<file path="src/rtl/reg_sequencer.sv">
// reg_sequencer: power-up/power-down sequencer for N_REG regulators with fault retry and lockout
// Ports:
//    clk        sole clock, rising edge
//    rst_n      asynchronous active-low reset
//    start      level: high requests power-up, low requests power-down
//    error_n    per-regulator ERROR flags, asynchronous, low = fault
//    clr_fault  single-cycle pulse, clears lockout
//    en         registered regulator enables
//    pgood      high only in ON
//    fault      high in BACKOFF and LOCKOUT
//    fault_idx  lowest faulting regulator index, latched
//    retry_cnt  retries consumed since the last clean start
//    state      OFF=0 RAMP=1 ON=2 SHDN=3 BACKOFF=4 LOCKOUT=5
module reg_sequencer #(
   parameter int N_REG         = 4,
   parameter int SETTLE_CYCLES = 1024,
   parameter int DEBOUNCE      = 8,
   parameter int RETRY_CYCLES  = 4096,
   parameter int MAX_RETRY     = 3
) (
   input  logic             clk,
   input  logic             rst_n,
   input  logic             start,
   input  logic [N_REG-1:0] error_n,
   input  logic             clr_fault,
   output logic [N_REG-1:0] en,
   output logic             pgood,
   output logic             fault,
   output logic [2:0]       fault_idx,
   output logic [1:0]       retry_cnt,
   output logic [2:0]       state
);
   typedef enum logic [2:0] {
      OFF     = 3'd0,
      RAMP    = 3'd1,
      ON      = 3'd2,
      SHDN    = 3'd3,
      BACKOFF = 3'd4,
      LOCKOUT = 3'd5
   } state_t;

   // counters run to zero, so loading N-1 gives N-cycle intervals
   localparam logic [15:0] S_LD = 16'(SETTLE_CYCLES - 1);
   localparam logic [15:0] R_LD = 16'(RETRY_CYCLES - 1);
   localparam logic [7:0]  DB   = 8'(DEBOUNCE);
   localparam logic [2:0]  LAST = 3'(N_REG - 1);
   localparam logic [1:0]  MAXR = 2'(MAX_RETRY);

   state_t           st;
   logic [15:0]      cnt;
   logic [2:0]       idx;
   logic             armed;
   logic [N_REG-1:0] s1, s2, flt, mask, hon;
   logic [2:0]       low;

   assign state = st;

   always_ff @(posedge clk or negedge rst_n)
      if (!rst_n) begin
         s1 <= '1;
         s2 <= '1;
      end else begin
         s1 <= error_n;
         s2 <= s1;
      end

   // saturating count of consecutive synchronized-low cycles per flag
   for (genvar i = 0; i < N_REG; i++) begin : g_db
      logic [7:0] dcnt;
      always_ff @(posedge clk or negedge rst_n)
         if (!rst_n) dcnt <= '0;
         else dcnt <= s2[i] ? '0 : (dcnt == DB ? dcnt : dcnt + 8'd1);
      assign flt[i] = dcnt == DB;
   end

   // the regulator currently ramping is ignored until its settle counter expires
   always_comb begin
      mask = (st == RAMP && cnt != '0) ? N_REG'(1) << idx : '0;
      hon  = flt & en & ~mask;
      low  = '0;
      for (int k = N_REG - 1; k >= 0; k--)
         if (hon[k]) low = 3'(k);
   end

   // en is always a contiguous run from bit 0, so shifting right drops the highest enabled regulator
   always_ff @(posedge clk or negedge rst_n)
      if (!rst_n) begin
         st        <= OFF;
         en        <= '0;
         pgood     <= 1'b0;
         fault     <= 1'b0;
         fault_idx <= '0;
         retry_cnt <= '0;
         cnt       <= '0;
         idx       <= '0;
         armed     <= 1'b0;
      end else begin
         armed <= 1'b1;
         cnt   <= cnt != '0 ? cnt - 16'd1 : '0;
         if ((st == RAMP || st == ON || st == SHDN) && |hon) begin
            en        <= '0;
            pgood     <= 1'b0;
            fault_idx <= low;
            if (st == SHDN) st <= OFF;
            else if (retry_cnt < MAXR) begin
               st        <= BACKOFF;
               retry_cnt <= retry_cnt + 2'd1;
               cnt       <= R_LD;
               fault     <= 1'b1;
            end else begin
               st    <= LOCKOUT;
               fault <= 1'b1;
            end
         end else
            case (st)
               OFF:
                  if (start && armed) begin
                     st  <= RAMP;
                     idx <= '0;
                     en  <= N_REG'(1);
                     cnt <= S_LD;
                  end
               RAMP:
                  if (!start) begin
                     st  <= SHDN;
                     en  <= en >> 1;
                     cnt <= S_LD;
                  end else if (cnt == '0) begin
                     cnt <= S_LD;
                     if (idx == LAST) begin
                        st    <= ON;
                        pgood <= 1'b1;
                     end else begin
                        idx <= idx + 3'd1;
                        en  <= (en << 1) | N_REG'(1);
                     end
                  end
               ON:
                  if (!start) begin
                     st    <= SHDN;
                     pgood <= 1'b0;
                     en    <= en >> 1;
                     cnt   <= S_LD;
                  end else if (cnt == '0) retry_cnt <= '0;
               SHDN:
                  if (en == '0) st <= OFF;
                  else if (cnt == '0) begin
                     en  <= en >> 1;
                     cnt <= S_LD;
                  end
               BACKOFF:
                  if (cnt == '0) begin
                     fault <= 1'b0;
                     if (start) begin
                        st  <= RAMP;
                        idx <= '0;
                        en  <= N_REG'(1);
                        cnt <= S_LD;
                     end else st <= OFF;
                  end
               LOCKOUT:
                  if (clr_fault) begin
                     st        <= OFF;
                     retry_cnt <= '0;
                     fault     <= 1'b0;
                  end
               default: st <= OFF;
            endcase
      end
endmodule

</file>
<file path="config.mk">
export PLATFORM = sky130hd
export DESIGN_NAME = reg_sequencer
export DESIGN_NICKNAME = d
export VERILOG_FILES = /design/src/rtl/reg_sequencer.sv
export SDC_FILE = /design/constraint.sdc
export NUM_CORES = 1
export LEC_CHECK = 0
export CAP_MARGIN = 5
export CORE_ASPECT_RATIO = 1.25
export CORE_MARGIN = 4
export CORE_UTILIZATION = 60
export CTS_CLUSTER_SIZE = 14
export DETAILED_ROUTE_END_ITERATION = 12
export PLACE_DENSITY = 0.8
export SLEW_MARGIN = 20
export SYNTH_ARGS = -nofsm -noshare
export SYNTH_HDL_FRONTEND = slang
export SYNTH_SLANG_ARGS = --single-unit
</file>
<file path="constraint.sdc">
create_clock -name clk -period 3.6 [get_ports clk]
set_input_delay 0.54 -clock clk [delete_from_list [all_inputs] [get_ports clk]]
set_output_delay 0.54 -clock clk [all_outputs]
set_load 0.03 [all_outputs]
</file>
# Word-level counts from Yosys, hierarchy flattened

Index checks and enable logic that the tools add are counted.

Register bits after elaboration: 74
Input port bits: 8

Add/subtract/negate cells: 7
Muxes and demuxes: 74
Equality and inequality tests: 38
Reductions and logical operators: 21
Bitwise gates (word level): 4
Shift-type cells: 1
Magnitude comparators: 1

Operator list:

| cell                                                                     | number |
|---|---|
| 16-bit 2-to-1 mux                                                        | 11 |
| 16-bit case mux with 5 select lines                                      | 1 |
| 8-bit 2-to-1 mux                                                         | 8 |
| 3-bit 2-to-1 mux                                                         | 19 |
| 4-bit 2-to-1 mux                                                         | 11 |
| 8-bit by 1-bit adder with 8-bit output (second input constant)           | 4 |
| 8-bit by 4-bit == test with 1-bit output (second input constant)         | 4 |
| 2-bit inequality test (second input constant)                            | 10 |
| 4-bit case mux with 5 select lines                                       | 1 |
| 3-bit case mux with 6 select lines                                       | 1 |
| 16-bit logical NOT                                                       | 1 |
| 16-bit nonzero test                                                      | 1 |
| 16-bit by 1-bit subtractor with 16-bit output (second input constant)    | 1 |
| 3-bit by 1-bit inequality test with 1-bit output (second input constant) | 5 |
| 3-bit inequality test (second input constant)                            | 5 |
| 2-bit 2-to-1 mux                                                         | 7 |
| 3-bit nonzero test                                                       | 4 |
| 1-bit 2-to-1 mux                                                         | 11 |
| 3-bit by 2-bit == test with 1-bit output (second input constant)         | 3 |
| 3-bit by 2-bit inequality test with 1-bit output (second input constant) | 3 |
| 3-bit case mux with 3 select lines                                       | 1 |
| 9-bit AND reduction                                                      | 1 |
| 4-bit bitwise AND                                                        | 2 |
| 4-bit by 2-bit inequality test with 1-bit output (second input constant) | 2 |
| 23 further kinds                                                         | 29 |

# Longest topological paths before layout

Word-level depth: 9
Gate-level depth with buffers: 11
Gate-level depth less buffers: 9

# Worst setup path after synthesis

No wires, ideal clock.

Path type: reg-to-reg
From: reg cnt[0]
To: reg idx[0]
Arrival: 2.512 ns
Slack: 0.963 ns
Buffers on the path: 1
Cell stages (with the launch flop): 11
Setup time: 0.125 ns
Period minus slack after synthesis: 2.637 ns
Cell sequence: dfrtp_1 -> inv_1 -> ha_1 -> nor3b_1 -> and4_4 -> buf_6 -> o311a_4 -> or4_4 -> nand2_2 -> o211ai_4 -> mux2_4

Longest elaborated chain between the ends: 9

Ends and longest elaborated chain:

| what                                     | line | source |
|---|---|---|
| start, declared                          | 50   | `logic [15:0] cnt;` |
| start signal, assigned                   | 99   | `cnt <= cnt != '0 ? cnt - 16'd1 : '0;` |
| 16-bit nonzero test                      | 78   | `mask = (st == RAMP && cnt != '0) ? N_REG'(1) << idx : '0;` |
| 1-bit logical AND                        | 78   |  |
| 4-bit 2-to-1 mux                         | 78   |  |
| 4-bit NOT                                | 79   | `hon = flt & en & ~mask;` |
| 4-bit bitwise AND                        | 79   |  |
| 4-bit OR reduction                       | 100  | `if ((st == RAMP \|\| st == ON \|\| st == SHDN) && \|hon) begin` |
| 1-bit logical AND                        | 100  |  |
| 1-bit NOT (no source line)               | n/a  |  |
| 8-bit AND reduction (no source line) (*) | n/a  |  |
| end signal, assigned                     | 134  | `idx <= idx + 3'd1;` |
| end, declared                            | 51   | `logic [2:0] idx;` |

Every way passes the cells marked *; elsewhere a longest branch is shown, timed or not.
A chain may end at the register's enable or synchronous reset.

# Worst setup path in the final report

Same ends and word-level chain as after synthesis.

==> results.tsv <==
stage	metric	value	unit
placed_design	Post-DP HPWL	6070	microns
clocking	Bufs on Longest Clock Path	2	
layout	area delta synth->final	11.4	%
timing	Max Clk Rate	330	MHz
synth	Post-Syn Area	4060	sq um
placed_design	Port Buffers	20	
timing	hold_ws	123	ps
hold_path	Hold/Removal Path Class	input pin to async pin	
synth	post-synthesis compound-gate area fraction	12.3	%
run_status	status	complete, no violations	
layout	leading cell type in the layout, fill and taps excluded	dfrtp_1	
power_and_ir_drop	power consumption	1.60	mW
timing	worst relative slew slack	50.1	%
detailed_routing	WL/cell	16.2	microns
layout	antenna cells	0	
layout	Layout Cells excl Fill	525	
synth	ys flop type	dfrtp_1	
timing	Slew @ Worst Pin	741	ps
synth	synth unique cells	67	
worst_setup_path	largest fanout on the critical path	11	
worst_setup_path	r2r startpoint	cnt[0]	
clocking	worst skew pair latency	360	ps
layout	commonest non-fill, non-tap cells in the layout	dfrtp_1, nor2_1, nand2_1	
floorplan	die area	8160	sq um
timing	RSZ-0062 raised after global routing	no	
worst_setup_path	CP Capture Type	flip-flop	
floorplan	I/O pins	22	
power_and_ir_drop	Pwr per Cell Area	353	nW/um^2
grt	initial antenna violation count	0	
floorplan	die span in y	100	microns
synth	simple-gate portion of the synthesized area	22.9	%
clocking	clock sink total	73	
floorplan	Placeable Area	6570	sq um
detailed_routing	DRT iter0 DRCs	135	
grt	all-layer global routing usage	23.5	%
flow_run	maxcap violations	0	
synth	Post-Synth XOR/XNOR Area	7.98	%
synth	Synth Register Bits	73	
grt	gr ovfl total	0	
detailed_routing	Residual DRC	0	
layout	Layout Nets	456	
power_and_ir_drop	LEAKAGE	1.86	nW
timing	Fin Setup TNS	0	ps
timing	Final min period	3030	ps
floorplan	Rows	33	
layout	footprint of the multi-input gates	2070	sq um
detailed_routing	Vias	3116	
timing	clock skew	11.1	ps
synth	asr flop ratio synth	100	%
synth	sequential fraction of the synthesis area	45.2	%
floorplan	Die Wd	81.6	microns
synth	cells after synthesis	412	
placed_design	gp weighted congestion	0.906	
worst_setup_path	Required @ worst endpoint	3830	ps
detailed_routing	Routed Wire Length	8490	microns
worst_setup_path	Crit-path slowest cell	a311oi_2	
synth	largest family of logic cells by synthesized area	simple AND/OR/NAND/NOR gates	
clocking	post-CTS setup buffers	0	
timing	Final Setup Violations	0	
power_and_ir_drop	Max rail drop VDD	0.231	mV
clocking	number of gates resized after cts	0	
clocking	Root Buffer	clkbuf_8	
synth	Synth Area per Inst	9.86	sq um
detailed_routing	DRT Pass-1 Iters	5	
worst_setup_path	startpoint class of the critical path	flip-flop	
clocking	H-tree Lvls	3	
placed_design	dpl cells	509	
synth	multiplexer share of the synthesized area	3.08	%
synth	area share of fa/ha/maj cells after synthesis	4.62	%
worst_setup_path	Worst Setup SP	cnt[0]	
grt	vias in the first global route	3175	
synth	syn nets	435	
worst_setup_path	CP arrival	3270	ps
timing	share of the clock period used by the worst path	84.2	%
layout	sequential cell area	1840	sq um
clocking	Reg clk slew, reported paths	80	ps
detailed_routing	vias per std cell	5.94	
floorplan	Initial Util	61.9	%
clocking	CTS tree	built	
synth	EDFF count, synth	0	
timing	final max-slew violation count	0	
worst_setup_path	CP Class	flip-flop to flip-flop	
layout	fill cell count	505	
clocking	CTS Buf Count	9	
synth	Ys Warns	0	
layout	Final Core Density	69.0	%
detailed_routing	Post-DRT Antenna Nets	0	
worst_setup_path	slowest stage delay, CP	530	ps
layout	share of cells above drive strength 1	13.5	%
timing	final hold viol count	0	
grt	largest net degree at the start of global routing	33	
worst_setup_path	crit-path cells	inv_1, ha_1, nor3b_1, nand4_1, a311oi_2, or4_4, nand2_2, o211ai_4, mux2_4	
grt	first-pass GRT wire length	14900	microns
clocking	Hold Buf Count CTS	0	
flip-flops by register name, indices dropped and copies added (netlist names):
name,flops
armed,1
cnt,16
en,4
fault,1
fault_idx,2
g_db.dcnt,32
idx,3
pgood,1
retry_cnt,2
s1,4
s2,4
state,3
area by class of cell:
| type | count | area share [%] |
|---|---|---|
| multi-input cells | 304 | 45.8 |
| flip-flops and latches | 73 | 40.6 |
| repair buffers | 24 | 4.98 |
| clock buffers | 10 | 3.04 |
| well taps | 87 | 2.40 |
| inverters | 21 | 1.74 |
| clock inverters | 6 | 1.44 |
power by group:
part	leakage [nW]	switching (mW)	internal (mW)
Clock	0.103	0.319	0.340
Sequential	0.885	0.0195	0.840
Combinational	0.876	0.0462	0.0313
Total	1.86	0.385	1.21
routing by layer:
metal,track usage (%),routed length [microns]
met1,29.6,3590
met2,38.8,4360
met3,5.83,382
met4,8.70,156
met5,0,0
cell usage after synthesis (5+ instances only):
master | n | area share [%]
nor2_1 | 51 | 4.7
o21ai_1 | 8 | 0.99
a21oi_1 | 17 | 2.1
buf_1 | 6 | 0.55
a31oi_1 | 5 | 0.77
xor2_1 | 20 | 4.3
nand2_1 | 29 | 2.7
ha_1 | 15 | 4.6
o21ai_0 | 15 | 1.8
dfrtp_1 | 65 | 40
and3_1 | 9 | 1.4
nand3_1 | 20 | 2.5
mux2i_1 | 5 | 1.2
inv_1 | 19 | 1.8
nor3_1 | 9 | 1.1
xnor2_1 | 17 | 3.7
dfstp_2 | 8 | 5.2
nor4_1 | 9 | 1.4
worst paths after layout:
kind	endpoint	slack (ps)	depth (start not counted)
worst max-delay path	idx[0]	570	9
worst min-delay path	g_db[1].dcnt[5]	120	1
worst max register to register	idx[0]	570	9
worst min register to register	s2[0]	360	0
max in group asynchronous	s1[2]	2670	2
min in group clk	s2[0]	360	0
through the flow:
stage,instance area (sq um),worst slack [ps]
finish,4530,568
global route,4530,306
CTS,4530,593
detailed placement,4320,628
global placement,4320,693
floorplan,4060,963
kinds of logic after synthesis:
kind of cell,Yosys count
mux,11
fa+ha+maj,15
flops,73
other cells,2
compound gates,72
buf+inv,35
xor+xnor,37
simple gates,167
worst max-delay path, delay by kind of cell (launching register included):
| kind | cells | cell delay (ps) |
|---|---|---|
| simple gates | 4 | 1180 |
| compound gates | 2 | 670 |
| flops | 1 | 380 |
| mux | 1 | 320 |
| fa+ha+maj | 1 | 270 |
| buf+inv | 1 | 90 |
Note: power is estimated with default switching activity, not from simulation.
